File: config.mk
export PLATFORM = sky130hd
export DESIGN_NAME = stopwatch_ctrl
export DESIGN_NICKNAME = d
export VERILOG_FILES = /design/src/rtl/stopwatch_ctrl.sv
export SDC_FILE = /design/constraint.sdc
export NUM_CORES = 1
export LEC_CHECK = 0
export BUFFER_PORTS_ARGS = -buffer_cell sky130_fd_sc_hd__buf_2
export CORE_MARGIN = 1
export CORE_UTILIZATION = 65
export CTS_BUF_LIST = sky130_fd_sc_hd__clkbuf_4 sky130_fd_sc_hd__clkbuf_8 sky130_fd_sc_hd__clkbuf_16
export DETAILED_ROUTE_END_ITERATION = 8
export PLACE_DENSITY = 0.83
export SETUP_SLACK_MARGIN = 0.05
export SYNTH_ARGS = -nofsm -noshare
export SYNTH_HDL_FRONTEND = slang
export SYNTH_SLANG_ARGS = --single-unit
export TNS_END_PERCENT = 100
File: constraint.sdc
create_clock -name clk -period 3.35 [get_ports clk]
set_input_delay 0.67 -clock clk [delete_from_list [all_inputs] [get_ports clk]]
set_output_delay 0.67 -clock clk [all_outputs]
set_load 0.005 [all_outputs]
File: src/rtl/stopwatch_ctrl.sv
// Stopwatch front-panel controller: synchronizes and debounces the go/clear
// pushbuttons and sequences IDLE/RUN/PAUSED, driving the counter enable and clear.
module stopwatch_ctrl #(
   parameter int DB_CYCLES = 1000000
) (
   input  logic       clk,
   input  logic       rst,
   input  logic       btn_go,
   input  logic       btn_clr,
   output logic       en,
   output logic       clr,
   output logic [1:0] state
);
   // state  | meaning
   // IDLE   | stopped and cleared, counter held
   // RUN    | counting, en high
   // PAUSED | stopped, count retained until clear or restart

   localparam int CW = $clog2(DB_CYCLES);
   localparam logic [CW-1:0] CNT_MAX = CW'(DB_CYCLES - 1);

   typedef enum logic [1:0] {
      IDLE   = 2'b00,
      RUN    = 2'b01,
      PAUSED = 2'b10
   } state_t;

   // Bit 0 carries the go button, bit 1 the clear button.
   logic [1:0]    btn_raw;
   logic [1:0]    sync1_q;
   logic [1:0]    sync2_q;
   logic [1:0]    db_q;
   logic [1:0]    db_d;
   logic [1:0]    pulse_q;
   logic [1:0]    pulse_d;
   logic [CW-1:0] cnt_q [2];
   logic [CW-1:0] cnt_d [2];

   state_t st_q;
   logic   en_q;
   logic   clr_q;
   logic   go_p;
   logic   clr_p;

   assign btn_raw = {btn_clr, btn_go};

   // The counter only advances while the synchronized level disagrees with
   // the debounced level, so any agreement restarts the stability window.
   always_comb begin
      db_d    = db_q;
      pulse_d = 2'b00;
      cnt_d   = '{default: '0};
      for (int i = 0; i < 2; i++) begin
         if (sync2_q[i] != db_q[i]) begin
            if (cnt_q[i] == CNT_MAX) begin
               db_d[i]    = sync2_q[i];
               pulse_d[i] = sync2_q[i];
            end else begin
               cnt_d[i] = cnt_q[i] + 1'b1;
            end
         end
      end
   end

   always_ff @(posedge clk) begin
      if (rst) begin
         sync1_q <= 2'b00;
         sync2_q <= 2'b00;
         db_q    <= 2'b00;
         pulse_q <= 2'b00;
         cnt_q   <= '{default: '0};
      end else begin
         sync1_q <= btn_raw;
         sync2_q <= sync1_q;
         db_q    <= db_d;
         pulse_q <= pulse_d;
         cnt_q   <= cnt_d;
      end
   end

   assign go_p  = pulse_q[0];
   assign clr_p = pulse_q[1];

   // Clear wins in IDLE/PAUSED; in RUN a clear is ignored so clr never
   // coincides with en.
   always_ff @(posedge clk) begin
      if (rst) begin
         st_q  <= IDLE;
         en_q  <= 1'b0;
         clr_q <= 1'b0;
      end else begin
         clr_q <= 1'b0;
         case (st_q)
            IDLE: begin
               if (clr_p) begin
                  clr_q <= 1'b1;
                  en_q  <= 1'b0;
               end else if (go_p) begin
                  st_q <= RUN;
                  en_q <= 1'b1;
               end
            end
            RUN: begin
               if (go_p) begin
                  st_q <= PAUSED;
                  en_q <= 1'b0;
               end
            end
            PAUSED: begin
               if (clr_p) begin
                  st_q  <= IDLE;
                  en_q  <= 1'b0;
                  clr_q <= 1'b1;
               end else if (go_p) begin
                  st_q <= RUN;
                  en_q <= 1'b1;
               end
            end
            default: begin
               st_q <= IDLE;
               en_q <= 1'b0;
            end
         endcase
      end
   end

   assign en    = en_q;
   assign clr   = clr_q;
   assign state = st_q;

endmodule

## Yosys cells after proc, flatten, opt, wreduce, memory -nomap -nowiden

Index checks and enable logic that the tools add are counted.

- Add/subtract/negate cells: 2
- Eq/ne operators: 9
- Muxes and demuxes: 10
- Bitwise gates (word level): 5
- Reductions and logical operators: 11

Operators with widths:

| kind | number |
|---|---|
| 20-bit by 1-bit adder with 20-bit output (second input constant) | 2 |
| 20-bit == test (second input constant) | 2 |
| 3-bit OR reduction | 4 |
| 2-bit 2-to-1 mux | 4 |
| 2-bit AND reduction | 4 |
| 2-bit one-hot mux with 3 select lines | 1 |
| 1-bit inverter | 5 |
| 1-bit 2-to-1 mux | 4 |
| 2-bit inequality test (second input constant) | 2 |
| 2-bit OR reduction | 2 |
| 3-bit by 1-bit inequality test with 1-bit output (second input constant) | 1 |
| 2-bit by 1-bit == test with 1-bit output (second input constant) | 1 |
| 2-bit == test (second input constant) | 1 |
| 2-bit logical NOT | 1 |
| 1-bit inequality test | 2 |
| 1-bit one-hot mux with 2 select lines | 1 |

- Register bits after elaboration: 52
- Bits of input ports: 4
- Output and inout bits: 4
- Logic and storage cells: 48

## Depth between registers and ports, before layout

Gate-level depths: netlist (run 1).

- Depth in word-level cells: 4
- Depth in mapped cells: 6
- Mapped depth without buffers: 5

## Least setup slack after synthesis (run 1)

Ideal clock, no wire load.

- Kind: reg2reg
- Start: register cnt_q[0] (netlist bit)
- End: register cnt_q[18] (netlist bit)
- Data arrival time: 1.855 ns
- Setup slack: 1.422 ns
- Cell stages (with the launch flop): 7
- Path buffers: 1
- Cell sequence: dfxtp_1 -> ha_1 -> nand3_2 -> or4_1 -> clkbuf_1 -> or4_1 -> a21oi_1

- Longest elaborated chain between the ends: 2
- Elaborated cells between the ends (all ways): 3

RTL lines:

| item | RTL line | source |
|---|---|---|
| start: declaration | 36 | `logic [CW-1:0] cnt_q [2];` |
| start signal: assignment | 77 | `cnt_q <= cnt_d;` |
| parallel branches: the longest is 2 deep, another holds 20-bit by 1-bit adder with 20-bit output | - |  |

Parallel ways; which one is timed is not known.
A chain may end at the register's enable or synchronous reset.

## Worst setup path after layout (run 1)

Ends and elaborated chain as after synthesis.

==> impl_results.html, run 1 <==
<table>
<tr><th>Metric</th><th>Value</th></tr>
<tr><th colspan="2">Outcome</th></tr>
<tr><td>Outcome</td><td>finished clean</td></tr>
<tr><th colspan="2">GRT</th></tr>
<tr><td>Initial antenna violation count</td><td>0</td></tr>
<tr><td>Met1 usage</td><td>0.3159</td></tr>
<tr><td>GR Util met2</td><td>0.3265</td></tr>
<tr><td>GR met3 Demand/Resource</td><td>0.07889</td></tr>
<tr><td>First-pass GRT wire length</td><td>roughly 6100 um</td></tr>
<tr><td>GRT Total Usage</td><td>0.2264</td></tr>
<tr><td>Maximum number of pins on one net before global-route repair</td><td>20</td></tr>
<tr><td>Layer carrying the most global-route usage</td><td>met2</td></tr>
<tr><td>GR Overflow Total</td><td>0</td></tr>
<tr><td>Vias in the first global route</td><td>1476</td></tr>
<tr><th colspan="2">Detailed routing</th></tr>
<tr><td>Wire length per cell</td><td>12.34 um</td></tr>
<tr><td>Via count of the routed design</td><td>approximately 1.8k</td></tr>
<tr><td>Post-detailed-route via-to-cell ratio</td><td>approximately 5.7</td></tr>
<tr><td>Total DRC errors in the routed layout</td><td>0</td></tr>
<tr><td>Number of nets still failing antenna checks after routing</td><td>0</td></tr>
<tr><td>1st-pass router iterations</td><td>5</td></tr>
<tr><td>Initial DRC Count</td><td>approximately 110</td></tr>
<tr><td>DRT Wirelength</td><td>approximately 3800 um</td></tr>
<tr><th colspan="2">Setup path</th></tr>
<tr><td>Maximum cell stage delay along the critical path</td><td>approximately 680 ps</td></tr>
<tr><td>Maximum fanout encountered on the critical timing path</td><td>7</td></tr>
<tr><td>Worst-case register-to-register setup slack</td><td>1260 ps</td></tr>
<tr><td>Launch instance of the worst register-to-register path</td><td>cnt_q[0]$_SDFF_PP0_</td></tr>
<tr><td>Crit path max-delay family</td><td>simple AND/OR/NAND/NOR gates</td></tr>
<tr><td>CP endpoint kind</td><td>flop</td></tr>
<tr><td>Destination of the worst register-to-register timing path</td><td>cnt_q[18]$_SDFF_PP0_</td></tr>
<tr><td>Sort of element at the start of the critical path</td><td>flop</td></tr>
<tr><td>Worst EP arrival</td><td>about 2400 ps</td></tr>
<tr><td>Worst reg2reg path depth</td><td>5</td></tr>
<tr><td>Top cell by count, worst path</td><td>or4_1</td></tr>
<tr><td>Critical path type</td><td>reg2reg</td></tr>
<tr><td>Worst-path cell with the longest stage delay</td><td>or4_1</td></tr>
<tr><td>Buffer and inverter count on the worst path</td><td>0</td></tr>
<tr><td>Crit path required time</td><td>about 3700 ps</td></tr>
<tr><td>Critical path, cell by cell</td><td>ha_1 -&gt; nand3_2 -&gt; or4_1 -&gt; or4_1 -&gt; a21oi_1</td></tr>
<tr><th colspan="2">STA</th></tr>
<tr><td>Post-layout minimum cycle time</td><td>~2100 ps</td></tr>
<tr><td>Worst slew margin</td><td>0.5239</td></tr>
<tr><td>Hold Violations, Final</td><td>0</td></tr>
<tr><td>Peak clock frequency supported by timing</td><td>approximately 0.48 GHz</td></tr>
<tr><td>Slew at the pin with the worst max-slew slack</td><td>709.4 ps</td></tr>
<tr><td>Post-route fraction of the period consumed by the critical path</td><td>0.6253</td></tr>
<tr><td>Final worst clock skew</td><td>~3.0 ps</td></tr>
<tr><td>Number of setup violations in the final report</td><td>0</td></tr>
<tr><td>RSZ-0062 raised after global routing</td><td>false</td></tr>
<tr><td>Setup TNS Final</td><td>0 ps</td></tr>
<tr><td>Final WS setup</td><td>1255 ps</td></tr>
<tr><td>Final slew viol count</td><td>0</td></tr>
<tr><th colspan="2">Synth</th></tr>
<tr><td>Syn Area/Cell</td><td>~8.8 um2</td></tr>
<tr><td>Post-synth EDFFs</td><td>0</td></tr>
<tr><td>Gate count after technology mapping</td><td>252</td></tr>
<tr><td>Number of different library cells in the post-synthesis netlist</td><td>36</td></tr>
<tr><td>Seq/Total Area, Yosys</td><td>0.4690</td></tr>
<tr><td>Synthesized cell area</td><td>2220 um2</td></tr>
<tr><td>Main synth FF type</td><td>dfxtp_1</td></tr>
<tr><td>Syn_nets</td><td>roughly 260</td></tr>
<tr><td>Synth Register Bits</td><td>52</td></tr>
<tr><td>Share of flip-flops with an asynchronous set or reset</td><td>0</td></tr>
<tr><td>Yosys synthesis warning count</td><td>0</td></tr>
<tr><th colspan="2">Die</th></tr>
<tr><td>Placeable core region</td><td>roughly 3200 um2</td></tr>
<tr><td>Die Outline Area</td><td>about 3700 um2</td></tr>
<tr><td>Cell Rows</td><td>20</td></tr>
<tr><td>Initial core utilization</td><td>0.7040</td></tr>
<tr><td>Number of placed I/O pins</td><td>8</td></tr>
<tr><td>Vert. Die Dim</td><td>just over 60 um</td></tr>
<tr><td>Horizontal extent of the die</td><td>a little over 60 um</td></tr>
<tr><th colspan="2">Cells and area</th></tr>
<tr><td>Layout fillers</td><td>255</td></tr>
<tr><td>Post-layout util</td><td>0.7492</td></tr>
<tr><td>Share of layout cells above drive strength 1</td><td>0.1031</td></tr>
<tr><td>Diode count</td><td>0</td></tr>
<tr><td>Nets</td><td>around 270</td></tr>
<tr><td>Area growth, synth to finish</td><td>6.426%</td></tr>
<tr><td>Fin cells</td><td>~310</td></tr>
<tr><th colspan="2">CTS</th></tr>
<tr><td>Number of gates resized after CTS</td><td>0</td></tr>
<tr><td>Clock latency on the worst-skew pair</td><td>roughly 380 ps</td></tr>
<tr><td>Count of hold-fix buffers inserted at cts</td><td>0</td></tr>
<tr><td>H-Tree Level Count</td><td>2</td></tr>
<tr><td>Total clock buffers created by CTS</td><td>5</td></tr>
<tr><td>TritonCTS sink count</td><td>52</td></tr>
<tr><td>Number of buffers between clock root and the deepest sink</td><td>2</td></tr>
<tr><td>Buffer count from post-CTS setup fixing</td><td>0</td></tr>
<tr><td>CTS tree</td><td>built</td></tr>
<tr><td>Clock-pin slew on the worst setup and hold paths</td><td>between 100 and 150 ps</td></tr>
<tr><td>Buffer type at the clock tree root</td><td>clkbuf_4</td></tr>
<tr><th colspan="2">Place</th></tr>
<tr><td>Placer congestion estimate</td><td>0.7339</td></tr>
<tr><td>Post-Place Worst Slack</td><td>approximately 1300 ps</td></tr>
<tr><td>Input/output buffers</td><td>7</td></tr>
<tr><td>Placed insts</td><td>298</td></tr>
<tr><td>HPWL reported at the end of detailed placement</td><td>2716 um</td></tr>
<tr><th colspan="2">Job</th></tr>
<tr><td>Number of violations of the max-capacitance limit</td><td>0</td></tr>
<tr><th colspan="2">Pwr</th></tr>
<tr><td>Peak supply drop</td><td>around 0.35 mV</td></tr>
<tr><td>Power density over the cells</td><td>around 400 nW/um2</td></tr>
<tr><td>Total power draw</td><td>0.9403 mW</td></tr>
<tr><td>Leakage power figure</td><td>between 0.6 and 0.7 nW</td></tr>
<tr><th colspan="2">Hold path</th></tr>
<tr><td>Class of the tightest hold or removal check</td><td>reg2reg</td></tr>
<tr><td>Worst hold path cell count</td><td>1</td></tr>
<tr><td>Hold path start</td><td>sync1_q[0]$_SDFF_PP0_</td></tr>
<tr><td>End point of the most critical hold path</td><td>sync2_q[0]$_SDFF_PP0_</td></tr>
</table>
-- cells in the mapped netlist, drive strengths merged (5+ instances only) --
master	count	area, um2
o31ai	5	37.54
nand3	13	80.08
or3	12	78.82
nor3	5	25.02
dfxtp	52	1041
a21oi	17	85.08
inv	10	37.54
or4	9	67.56
nor2	33	123.9
xnor2	18	157.7
nand2	13	48.80
clkbuf	5	18.77
o21ai	14	70.07
nand4	7	50.05
xor2	6	52.55
-- cell families after synthesis --
family          Yosys count  synth area share
flops                    52            0.4690
simple gates            119            0.3016
fa+ha+maj                 2           0.01127
compound gates           38           0.09358
xor+xnor                 24           0.09470
buf+inv                  17           0.02988
-- cell type report --
class	count	area, um2	share of cell area
clock buffer	8	66.31	0.02807
inverter	10	37.54	0.01589
multi-input combinational	183	1112	0.4709
sequential	52	1041	0.4407
tap	44	55.05	0.02331
timing repair buffer	9	50.05	0.02119
-- how the worst max path moves through the flow --
stage	start	to	slack, ps	cells past startpoint
2_1_floorplan	cnt_q[0]$_SDFF_PP0_	cnt_q[18]$_SDFF_PP0_	1420	6
3_3_place_gp	cnt_q[27]$_SDFF_PP0_	cnt_q[27]$_SDFF_PP0_	1360	5
3_5_place_dp	cnt_q[0]$_SDFF_PP0_	cnt_q[18]$_SDFF_PP0_	1290	5
4_1_cts	cnt_q[0]$_SDFF_PP0_	cnt_q[18]$_SDFF_PP0_	1260	5
5_1_grt	cnt_q[27]$_SDFF_PP0_	cnt_q[30]$_SDFF_PP0_	1090	5
6_report	cnt_q[0]$_SDFF_PP0_	cnt_q[18]$_SDFF_PP0_	1260	5
-- registers in the layout (all words and copies together), names as in the netlist --
register,cells
en,1
pulse_q,2
db_q,2
sync2_q,2
sync1_q,2
clr,1
cnt_q,40
state,2
-- where the power goes --
group | leakage [nW] | internal [mW] | switching (mW)
clock network | 0.0394 | 0.120 | 0.185
logic | 0.238 | 0.00453 | 0.00799
registers | 0.420 | 0.621 | 0.00172
-- cells in the final DEF, fill, tap and decap left out, drive strengths merged --
| master | n |
|---|---|
| ha | 2 |
| nand2b | 2 |
| or4 | 9 |
| o22ai | 1 |
| nor2b | 4 |
| xnor2 | 18 |
| buf | 9 |
| or3 | 12 |
| nand4 | 7 |
| inv | 10 |
| nor4b | 2 |
| xor2 | 6 |
| o21ai | 14 |
| and3 | 4 |
| nand2 | 13 |
| or2 | 1 |
| nor3 | 5 |
| nor4bb | 1 |
| nor2 | 33 |
| or4b | 1 |
| clkbuf | 8 |
| nand3b | 1 |
| nand3 | 13 |
| o31ai | 5 |
| dfxtp | 52 |
| and2 | 1 |
| o22a | 1 |
| nor4 | 4 |
| and4 | 3 |
| nor3b | 3 |
| a21oi | 17 |
-- layer usage --
| metal | routed length (um) | vias up |
|---|---|---|
| met5 | 0 | - |
| met3 | 185 | 9 |
| met2 | 1563 | 39 |
| li1 | - | 905 |
| met4 | 72 | 0 |
| met1 | 1955 | 798 |
-- through the flow --
| step | area, um2 | hold WS [ps] |
|---|---|---|
| finish | 2362 | 456.6 |
| global route | 2362 | 472.4 |
| CTS | 2362 | 458.3 |
| detailed placement | 2296 | 427.1 |
| global placement | 2296 | 419.5 |
| floorplan | 2220 | 413.8 |
Note: power is estimated with default switching activity, not from simulation.
==> run 2, diff against run 1 <==
--- a/config.mk
+++ b/config.mk
@@ -7,10 +7,10 @@
 export LEC_CHECK = 0
 export BUFFER_PORTS_ARGS = -buffer_cell sky130_fd_sc_hd__buf_2
 export CORE_MARGIN = 1
-export CORE_UTILIZATION = 65
+export CORE_UTILIZATION = 60
 export CTS_BUF_LIST = sky130_fd_sc_hd__clkbuf_4 sky130_fd_sc_hd__clkbuf_8 sky130_fd_sc_hd__clkbuf_16
 export DETAILED_ROUTE_END_ITERATION = 8
-export PLACE_DENSITY = 0.83
+export PLACE_DENSITY = 0.78
 export SETUP_SLACK_MARGIN = 0.05
 export SYNTH_ARGS = -nofsm -noshare
 export SYNTH_HDL_FRONTEND = slang
==> constraint.sdc (replaced) <==
create_clock -name clk -period 2 [get_ports clk]
set_input_delay 0.4 -clock clk [delete_from_list [all_inputs] [get_ports clk]]
set_output_delay 0.4 -clock clk [all_outputs]
set_load 0.005 [all_outputs]
==> run 2 against run 1 <==
  * Global-route usage grew 0.93 points
  * Utilization shrank 2.1 points
  * Cell area grew 6.1%
  * Clock skew grew 4.9 ps
  * First-iteration DRC count grew 5.7%
  * Largest power group unchanged
  * Highest routed layer unchanged
  * Combinational power grew 91%
  * Worst hold slack lost 150 ps
  * Maximum frequency grew 11%
  * Clock power grew 98%
==> impl_results.html, run 2 (synthesis gave the netlist of run 1 again) <==
<table>
<tr><th>Metric</th><th>Value</th></tr>
<tr><th colspan="2">Cells and area</th></tr>
<tr><td>Area growth, synth to finish</td><td>12.96% (was 6.426%)</td></tr>
<tr><td>Layout fillers</td><td>266 (was 255)</td></tr>
<tr><td>Largest Register</td><td>cnt_q (unchanged)</td></tr>
<tr><td>Share of layout cells above drive strength 1</td><td>0.1606 (was 0.1031)</td></tr>
<tr><td>Fin cells</td><td>320 (was 306)</td></tr>
<tr><td>Diode count</td><td>0 (unchanged)</td></tr>
<tr><td>Most common cell after layout, fill and taps aside</td><td>dfxtp_1 (unchanged)</td></tr>
<tr><td>Nets</td><td>279 (was 267)</td></tr>
<tr><td>Highest-count cells in the layout ignoring fill and taps</td><td>dfxtp_1 (50), nor2_1 (33), xnor2_1 (18) (was dfxtp_1 (52), nor2_1 (33), xnor2_1 (18))</td></tr>
<tr><td>Max reg flops</td><td>40 (unchanged)</td></tr>
<tr><th colspan="2">STA</th></tr>
<tr><td>RSZ-0062 raised after global routing</td><td>true (was false)</td></tr>
<tr><td>Setup TNS Final</td><td>0 ps (unchanged)</td></tr>
<tr><td>Worst slew margin</td><td>0.6681 (was 0.5239)</td></tr>
<tr><td>Worst hold slack across all endpoints</td><td>307.0 ps (was 456.6 ps)</td></tr>
<tr><td>Final slew viol count</td><td>0 (unchanged)</td></tr>
<tr><td>Post-layout minimum cycle time</td><td>1896 ps (was 2095 ps)</td></tr>
<tr><td>Final worst clock skew</td><td>7.980 ps (was 3.041 ps)</td></tr>
<tr><td>Slew at the pin with the worst max-slew slack</td><td>491.0 ps (was 709.4 ps)</td></tr>
<tr><td>Hold Violations, Final</td><td>0 (unchanged)</td></tr>
<tr><td>Peak clock frequency supported by timing</td><td>0.5275 GHz (was 0.4774 GHz)</td></tr>
<tr><td>Post-route fraction of the period consumed by the critical path</td><td>0.9478 (was 0.6253)</td></tr>
<tr><td>Number of setup violations in the final report</td><td>0 (unchanged)</td></tr>
<tr><th colspan="2">Outcome</th></tr>
<tr><td>Outcome</td><td>finished clean (unchanged)</td></tr>
<tr><th colspan="2">GRT</th></tr>
<tr><td>Vias in the first global route</td><td>1690 (was 1476)</td></tr>
<tr><td>First-pass GRT wire length</td><td>7465 um (was 6120 um)</td></tr>
<tr><td>GRT Total Usage</td><td>0.2356 (was 0.2264)</td></tr>
<tr><td>GR Overflow Total</td><td>0 (unchanged)</td></tr>
<tr><td>Initial antenna violation count</td><td>0 (unchanged)</td></tr>
<tr><td>Maximum number of pins on one net before global-route repair</td><td>20 (unchanged)</td></tr>
<tr><th colspan="2">Detailed routing</th></tr>
<tr><td>Initial DRC Count</td><td>111 (was 105)</td></tr>
<tr><td>Total DRC errors in the routed layout</td><td>0 (unchanged)</td></tr>
<tr><td>Wire length per cell</td><td>12.91 um (was 12.34 um)</td></tr>
<tr><td>Number of nets still failing antenna checks after routing</td><td>0 (unchanged)</td></tr>
<tr><td>Post-detailed-route via-to-cell ratio</td><td>5.666 (was 5.722)</td></tr>
<tr><td>1st-pass router iterations</td><td>4 (was 5)</td></tr>
<tr><td>DRT Wirelength</td><td>4132 um (was 3775 um)</td></tr>
<tr><td>Via count of the routed design</td><td>1813 (was 1751)</td></tr>
<tr><th colspan="2">Pwr</th></tr>
<tr><td>Peak supply drop</td><td>0.5749 mV (was 0.3488 mV)</td></tr>
<tr><td>Fraction of power consumed by combinational cells</td><td>0.014 (was 0.013)</td></tr>
<tr><td>Sequential fraction of design power</td><td>0.624 (was 0.663)</td></tr>
<tr><td>NetSw</td><td>0.3442 mW (was 0.1943 mW)</td></tr>
<tr><td>Pint</td><td>1.326 mW (was 0.7459 mW)</td></tr>
<tr><td>Power density over the cells</td><td>665.9 nW/um2 (was 398.0 nW/um2)</td></tr>
<tr><td>Leakage power figure</td><td>0.7774 nW (was 0.6973 nW)</td></tr>
<tr><td>Clock power frac</td><td>0.361 (was 0.324)</td></tr>
<tr><td>Switching Share</td><td>0.2061 (was 0.2067)</td></tr>
<tr><th colspan="2">Setup path</th></tr>
<tr><td>CP endpoint kind</td><td>flop (unchanged)</td></tr>
<tr><td>Worst-path cell with the longest stage delay</td><td>or4_4 (was or4_1)</td></tr>
<tr><td>Maximum cell stage delay along the critical path</td><td>580 ps (was 680 ps)</td></tr>
<tr><td>Crit path required time</td><td>2230 ps (was 3670 ps)</td></tr>
<tr><td>Critical path, cell by cell</td><td>ha_1 -&gt; nand3_2 -&gt; or4_4 -&gt; or4_1 -&gt; a21oi_1 (was ha_1 -&gt; nand3_2 -&gt; or4_1 -&gt; or4_1 -&gt; a21oi_1)</td></tr>
<tr><td>Worst EP arrival</td><td>2130 ps (was 2410 ps)</td></tr>
<tr><td>Critical path type</td><td>reg2reg (unchanged)</td></tr>
<tr><td>Maximum fanout encountered on the critical timing path</td><td>6 (was 7)</td></tr>
<tr><td>Sort of element at the start of the critical path</td><td>flop (unchanged)</td></tr>
<tr><th colspan="2">CTS</th></tr>
<tr><td>Buffer type at the clock tree root</td><td>clkbuf_8 (was clkbuf_4)</td></tr>
<tr><td>Number of buffers between clock root and the deepest sink</td><td>2 (unchanged)</td></tr>
<tr><td>Count of hold-fix buffers inserted at cts</td><td>0 (unchanged)</td></tr>
<tr><td>Clock-pin slew on the worst setup and hold paths</td><td>80 ps (was 130 ps)</td></tr>
<tr><td>Clock latency on the worst-skew pair</td><td>300 ps (was 380 ps)</td></tr>
<tr><td>H-Tree Level Count</td><td>2 (unchanged)</td></tr>
<tr><td>Total clock buffers created by CTS</td><td>5 (unchanged)</td></tr>
<tr><td>TritonCTS sink count</td><td>52 (unchanged)</td></tr>
<tr><td>CTS tree</td><td>built (unchanged)</td></tr>
<tr><th colspan="2">Die</th></tr>
<tr><td>Placeable core region</td><td>3442 um2 (was 3153 um2)</td></tr>
<tr><td>Horizontal extent of the die</td><td>62.82 um (was 60.44 um)</td></tr>
<tr><td>Die Outline Area</td><td>3946 um2 (was 3652 um2)</td></tr>
<tr><td>Cell Rows</td><td>21 (was 20)</td></tr>
<tr><td>Vert. Die Dim</td><td>62.82 um (was 60.44 um)</td></tr>
<tr><td>Initial core utilization</td><td>0.6449 (was 0.7040)</td></tr>
<tr><td>Number of placed I/O pins</td><td>8 (unchanged)</td></tr>
<tr><th colspan="2">Place</th></tr>
<tr><td>Placer congestion estimate</td><td>0.8021 (was 0.7339)</td></tr>
<tr><td>HPWL reported at the end of detailed placement</td><td>2850 um (was 2716 um)</td></tr>
<tr><td>Placed insts</td><td>312 (was 298)</td></tr>
<tr><td>Input/output buffers</td><td>7 (unchanged)</td></tr>
<tr><th colspan="2">Hold path</th></tr>
<tr><td>Class of the tightest hold or removal check</td><td>in2reg (was reg2reg)</td></tr>
<tr><th colspan="2">Job</th></tr>
<tr><td>Number of violations of the max-capacitance limit</td><td>0 (unchanged)</td></tr>
</table>
run 2: changes by cell type in the layout (fill, tap and decap cells not counted):
cell	before	now
buf_12	0	1
clkbuf_8	1	6
dfxtp_2	0	2
clkinv_2	0	2
buf_4	2	13
clkbuf_4	7	0
or4_4	0	3
or4_1	9	6
dfxtp_1	52	50
run 2: final timing paths:
kind              depth (start not counted)                    end  slack, ps                  from
setup / recovery                          5   cnt_q[18]$_SDFF_PP0_        100   cnt_q[1]$_SDFF_PP0_
hold / removal                            2  sync1_q[1]$_SDFF_PP0_        310               btn_clr
setup reg to reg                          5   cnt_q[18]$_SDFF_PP0_        100   cnt_q[1]$_SDFF_PP0_
hold reg to reg                           1   cnt_q[20]$_SDFF_PP0_        440  cnt_q[20]$_SDFF_PP0_
run 2: layer usage:
layer  up-vias  wire [um]  track usage
met2        27       1810       0.3628
met5         -          0            0
met4         0         25      0.05233
li1        928          -            -
met1       854       2192       0.3268
met3         4        104      0.06569
run 2: stage by stage:
| step | area, um2 | total power [mW] | utilization | worst slack [ps] |
|---|---|---|---|---|
| 6_report | 2507 | 1.670 | 0.7285 | 104.3 |
| 4_1_cts | 2501 | 1.684 | 0.7266 | 73.66 |
| 5_1_grt | 2507 | 1.734 | 0.7285 | 7.583 |
| 3_5_place_dp | 2401 | 1.090 | 0.6976 | 49.59 |
| 2_1_floorplan | 2220 | 1.079 | - | 72.15 |
| 3_3_place_gp | 2401 | 1.090 | 0.6976 | 93.43 |
run 2: area by class of cell:
class / count / area [um2] / area share
multi-input cells: 183 / 1124 / 0.4481
flip-flops and latches: 52 / 1044 / 0.4162
repair buffers: 21 / 152.6 / 0.06088
clock buffers: 6 / 82.58 / 0.03293
well taps: 46 / 57.56 / 0.02295
inverters: 10 / 37.54 / 0.01497
clock inverters: 2 / 10.01 / 0.003992
run 2: repair_timing:
action	CTS	global route
gates resized for setup	2	3
setup buffers	0	0
pin swaps	0	1
endpoints found under the setup margin	2	5
run 2: worst max-delay path, delay by kind of cell, from the launching register on:
| kind | cells | cell delay [ps] |
|---|---|---|
| DFF | 1 | 360 |
| AOI/OAI and AO/OA | 1 | 160 |
| and+or+nand+nor | 3 | 1110 |
| adders and majority gates | 1 | 200 |
run 2: power by group through the flow:
stage / clock network [mW] / logic (mW) / registers, mW
final: 0.604 / 0.0239 / 1.04
after global routing: 0.664 / 0.0268 / 1.04
after CTS: 0.618 / 0.0240 / 1.04
after detailed placement: 0 / 0.0239 / 1.07
after global placement: 0 / 0.0238 / 1.07
after floorplan: 0 / 0.0132 / 1.07
==> run 3, diff against run 2 <==
--- a/config.mk
+++ b/config.mk
@@ -10,6 +10,7 @@
 export CORE_UTILIZATION = 60
 export CTS_BUF_LIST = sky130_fd_sc_hd__clkbuf_4 sky130_fd_sc_hd__clkbuf_8 sky130_fd_sc_hd__clkbuf_16
 export DETAILED_ROUTE_END_ITERATION = 8
+export MAX_ROUTING_LAYER = met4
 export PLACE_DENSITY = 0.78
 export SETUP_SLACK_MARGIN = 0.05
 export SYNTH_ARGS = -nofsm -noshare
==> run 3 against run 2 <==
  * First-iteration DRC count up 12%
  * Cell count is the same
  * Global-route usage rose by 0.56 points
  * Critical path type unchanged
  * Critical endpoint unchanged
  * Largest cell class unchanged
  * Largest power group unchanged
==> impl_results.html, run 3 (synthesis gave the netlist of run 1 again) <==
<table>
<tr><th>Metric</th><th>Value</th></tr>
<tr><th colspan="2">Cells and area</th></tr>
<tr><td>Diode count</td><td>0 (unchanged)</td></tr>
<tr><td>Layout fillers</td><td>266 (unchanged)</td></tr>
<tr><td>Largest Register</td><td>cnt_q (unchanged)</td></tr>
<tr><td>Most common cell after layout, fill and taps aside</td><td>dfxtp_1 (unchanged)</td></tr>
<tr><td>Area growth, synth to finish</td><td>12.96% (unchanged)</td></tr>
<tr><td>Highest-count cells in the layout ignoring fill and taps</td><td>dfxtp_1 (50), nor2_1 (33), xnor2_1 (18) (unchanged)</td></tr>
<tr><td>Share of layout cells above drive strength 1</td><td>0.1606 (unchanged)</td></tr>
<tr><td>Fin cells</td><td>320 (unchanged)</td></tr>
<tr><td>Max reg flops</td><td>40 (unchanged)</td></tr>
<tr><td>Nets</td><td>279 (unchanged)</td></tr>
<tr><th colspan="2">Die</th></tr>
<tr><td>Die Outline Area</td><td>3946 um2 (unchanged)</td></tr>
<tr><td>Cell Rows</td><td>21 (unchanged)</td></tr>
<tr><td>Vert. Die Dim</td><td>62.82 um (unchanged)</td></tr>
<tr><td>Placeable core region</td><td>3442 um2 (unchanged)</td></tr>
<tr><td>Horizontal extent of the die</td><td>62.82 um (unchanged)</td></tr>
<tr><td>Number of placed I/O pins</td><td>8 (unchanged)</td></tr>
<tr><td>Initial core utilization</td><td>0.6449 (unchanged)</td></tr>
<tr><th colspan="2">Setup path</th></tr>
<tr><td>CP endpoint kind</td><td>flop (unchanged)</td></tr>
<tr><td>Worst EP arrival</td><td>2130 ps (about the same)</td></tr>
<tr><td>Destination of the worst register-to-register timing path</td><td>cnt_q[18]$_SDFF_PP0_ (unchanged)</td></tr>
<tr><td>Crit path required time</td><td>2240 ps (was 2230 ps)</td></tr>
<tr><td>Critical path type</td><td>reg2reg (unchanged)</td></tr>
<tr><td>Worst-path cell with the longest stage delay</td><td>or4_4 (unchanged)</td></tr>
<tr><td>Worst-case register-to-register setup slack</td><td>110 ps (was 100 ps)</td></tr>
<tr><td>Sort of element at the start of the critical path</td><td>flop (unchanged)</td></tr>
<tr><td>Maximum fanout encountered on the critical timing path</td><td>6 (unchanged)</td></tr>
<tr><td>Launch instance of the worst register-to-register path</td><td>cnt_q[1]$_SDFF_PP0_ (unchanged)</td></tr>
<tr><td>Maximum cell stage delay along the critical path</td><td>580 ps (about the same)</td></tr>
<tr><td>Critical path, cell by cell</td><td>ha_1 -&gt; nand3_2 -&gt; or4_4 -&gt; or4_1 -&gt; a21oi_1 (unchanged)</td></tr>
<tr><td>Worst reg2reg path depth</td><td>5 (unchanged)</td></tr>
<tr><th colspan="2">Hold path</th></tr>
<tr><td>Class of the tightest hold or removal check</td><td>in2reg (unchanged)</td></tr>
<tr><td>Worst hold path cell count</td><td>2 (unchanged)</td></tr>
<tr><td>Hold path start</td><td>btn_clr (unchanged)</td></tr>
<tr><td>End point of the most critical hold path</td><td>sync1_q[1]$_SDFF_PP0_ (unchanged)</td></tr>
<tr><th colspan="2">STA</th></tr>
<tr><td>Post-layout minimum cycle time</td><td>1890 ps (was 1896 ps)</td></tr>
<tr><td>Hold Violations, Final</td><td>0 (unchanged)</td></tr>
<tr><td>Worst slew margin</td><td>0.6666 (was 0.6681)</td></tr>
<tr><td>Setup TNS Final</td><td>0 ps (unchanged)</td></tr>
<tr><td>Final slew viol count</td><td>0 (unchanged)</td></tr>
<tr><td>Number of setup violations in the final report</td><td>0 (unchanged)</td></tr>
<tr><td>Slew at the pin with the worst max-slew slack</td><td>493.2 ps (was 491.0 ps)</td></tr>
<tr><td>Final worst clock skew</td><td>7.416 ps (was 7.980 ps)</td></tr>
<tr><td>RSZ-0062 raised after global routing</td><td>true (unchanged)</td></tr>
<tr><td>Peak clock frequency supported by timing</td><td>0.5290 GHz (was 0.5275 GHz)</td></tr>
<tr><td>Post-route fraction of the period consumed by the critical path</td><td>0.9452 (was 0.9478)</td></tr>
<tr><td>Final WS setup</td><td>109.6 ps (was 104.3 ps)</td></tr>
<tr><th colspan="2">Detailed routing</th></tr>
<tr><td>1st-pass router iterations</td><td>5 (was 4)</td></tr>
<tr><td>Initial DRC Count</td><td>124 (was 111)</td></tr>
<tr><td>DRT Wirelength</td><td>4136 um (was 4132 um)</td></tr>
<tr><td>Number of nets still failing antenna checks after routing</td><td>0 (unchanged)</td></tr>
<tr><td>Total DRC errors in the routed layout</td><td>0 (unchanged)</td></tr>
<tr><td>Post-detailed-route via-to-cell ratio</td><td>5.650 (was 5.666)</td></tr>
<tr><td>Wire length per cell</td><td>12.93 um (was 12.91 um)</td></tr>
<tr><td>Via count of the routed design</td><td>1808 (was 1813)</td></tr>
<tr><th colspan="2">CTS</th></tr>
<tr><td>TritonCTS sink count</td><td>52 (unchanged)</td></tr>
<tr><td>Clock latency on the worst-skew pair</td><td>310 ps (was 300 ps)</td></tr>
<tr><td>CTS tree</td><td>built (unchanged)</td></tr>
<tr><td>Number of buffers between clock root and the deepest sink</td><td>2 (unchanged)</td></tr>
<tr><td>Total clock buffers created by CTS</td><td>5 (unchanged)</td></tr>
<tr><td>Buffer type at the clock tree root</td><td>clkbuf_8 (unchanged)</td></tr>
<tr><td>Buffer count from post-CTS setup fixing</td><td>0 (unchanged)</td></tr>
<tr><td>Clock-pin slew on the worst setup and hold paths</td><td>90 ps (was 80 ps)</td></tr>
<tr><td>H-Tree Level Count</td><td>2 (unchanged)</td></tr>
<tr><td>Count of hold-fix buffers inserted at cts</td><td>0 (unchanged)</td></tr>
<tr><th colspan="2">Pwr</th></tr>
<tr><td>Power density over the cells</td><td>668.0 nW/um2 (was 665.9 nW/um2)</td></tr>
<tr><td>Peak supply drop</td><td>0.5765 mV (was 0.5749 mV)</td></tr>
<tr><td>Leakage power figure</td><td>0.7774 nW (unchanged)</td></tr>
<tr><th colspan="2">Outcome</th></tr>
<tr><td>Outcome</td><td>finished clean (unchanged)</td></tr>
<tr><th colspan="2">Place</th></tr>
<tr><td>Post-Place Worst Slack</td><td>49.59 ps (unchanged)</td></tr>
<tr><td>HPWL reported at the end of detailed placement</td><td>2850 um (unchanged)</td></tr>
<tr><td>Input/output buffers</td><td>7 (unchanged)</td></tr>
<tr><td>Placer congestion estimate</td><td>0.8137 (was 0.8021)</td></tr>
<tr><td>Placed insts</td><td>312 (unchanged)</td></tr>
<tr><th colspan="2">Job</th></tr>
<tr><td>Number of violations of the max-capacitance limit</td><td>0 (unchanged)</td></tr>
<tr><th colspan="2">GRT</th></tr>
<tr><td>GRT Total Usage</td><td>0.2412 (was 0.2356)</td></tr>
<tr><td>Maximum number of pins on one net before global-route repair</td><td>20 (unchanged)</td></tr>
<tr><td>GR Overflow Total</td><td>0 (unchanged)</td></tr>
<tr><td>First-pass GRT wire length</td><td>7445 um (was 7465 um)</td></tr>
<tr><td>Vias in the first global route</td><td>1687 (was 1690)</td></tr>
<tr><td>Initial antenna violation count</td><td>0 (unchanged)</td></tr>
</table>
-- run 3: cell counts in the layout (fill, tap and decap cells not counted) --
Identical to the previous run, type by type.
-- run 3: per-layer routing --
| layer | vias up | share of wire | GRT usage |
|---|---|---|---|
| li1 | 931 | - | - |
| met1 | 841 | 0.53 | 0.3268 |
| met2 | 29 | 0.43 | 0.3628 |
| met3 | 7 | 0.040 | 0.04380 |
| met4 | 0 | 0.0082 | 0.07849 |
| met5 | - | 0 | - |
-- run 3: how the worst max path moves through the flow --
stage / start / end / slack, ps / depth (start not counted)
floorplan: cnt_q[0]$_SDFF_PP0_ / cnt_q[18]$_SDFF_PP0_ / 70 / 6
global placement: cnt_q[20]$_SDFF_PP0_ / cnt_q[38]$_SDFF_PP0_ / 90 / 5
detailed placement: cnt_q[20]$_SDFF_PP0_ / cnt_q[38]$_SDFF_PP0_ / 50 / 5
CTS: cnt_q[20]$_SDFF_PP0_ / cnt_q[38]$_SDFF_PP0_ / 70 / 5
global route: cnt_q[1]$_SDFF_PP0_ / cnt_q[18]$_SDFF_PP0_ / 8 / 5
finish: cnt_q[1]$_SDFF_PP0_ / cnt_q[18]$_SDFF_PP0_ / 110 / 5
-- run 3: critical path: cells and delay by family (launching register included) --
kind / cells / cell delay, ps
AND/OR/NAND/NOR: 3 / 1100
AO/OA/AOI/OAI: 1 / 160
flip-flops: 1 / 360
adder cells (fa/ha/maj): 1 / 200
-- run 3: per-stage QoR --
| step | instance area (um2) | hold WS [ps] | power [mW] | utilization |
|---|---|---|---|---|
| 6_report | 2507 | 300.1 | 1.675 | 0.7285 |
| 3_5_place_dp | 2401 | 427.2 | 1.090 | 0.6976 |
| 5_1_grt | 2507 | 301.3 | 1.730 | 0.7285 |
| 2_1_floorplan | 2220 | 413.8 | 1.079 | - |
| 4_1_cts | 2501 | 301.4 | 1.684 | 0.7266 |
| 3_3_place_gp | 2401 | 427.9 | 1.090 | 0.6976 |
-- run 3: power by group --
group	switching [mW]	total (mW)	internal [mW]
Combinational	0.0143	0.0239	0.00954
Clock	0.332	0.609	0.277
Sequential	0.00286	1.04	1.04
Total	0.349	1.67	1.33
-- run 3: final cells by class --
| type | instances | area (um2) | share of cell area |
|---|---|---|---|
| clock inverter | 2 | 10.01 | 0.003992 |
| timing repair buffer | 21 | 152.6 | 0.06088 |
| inverter | 10 | 37.54 | 0.01497 |
| clock buffer | 6 | 82.58 | 0.03293 |
| sequential | 52 | 1044 | 0.4162 |
| tap | 46 | 57.56 | 0.02295 |
| multi-input combinational | 183 | 1124 | 0.4481 |
-- run 3: timing repair --
action / in CTS / in global routing
pin swaps: 0 / 1
resized for setup: 2 / 3
setup endpoints to repair: 2 / 5
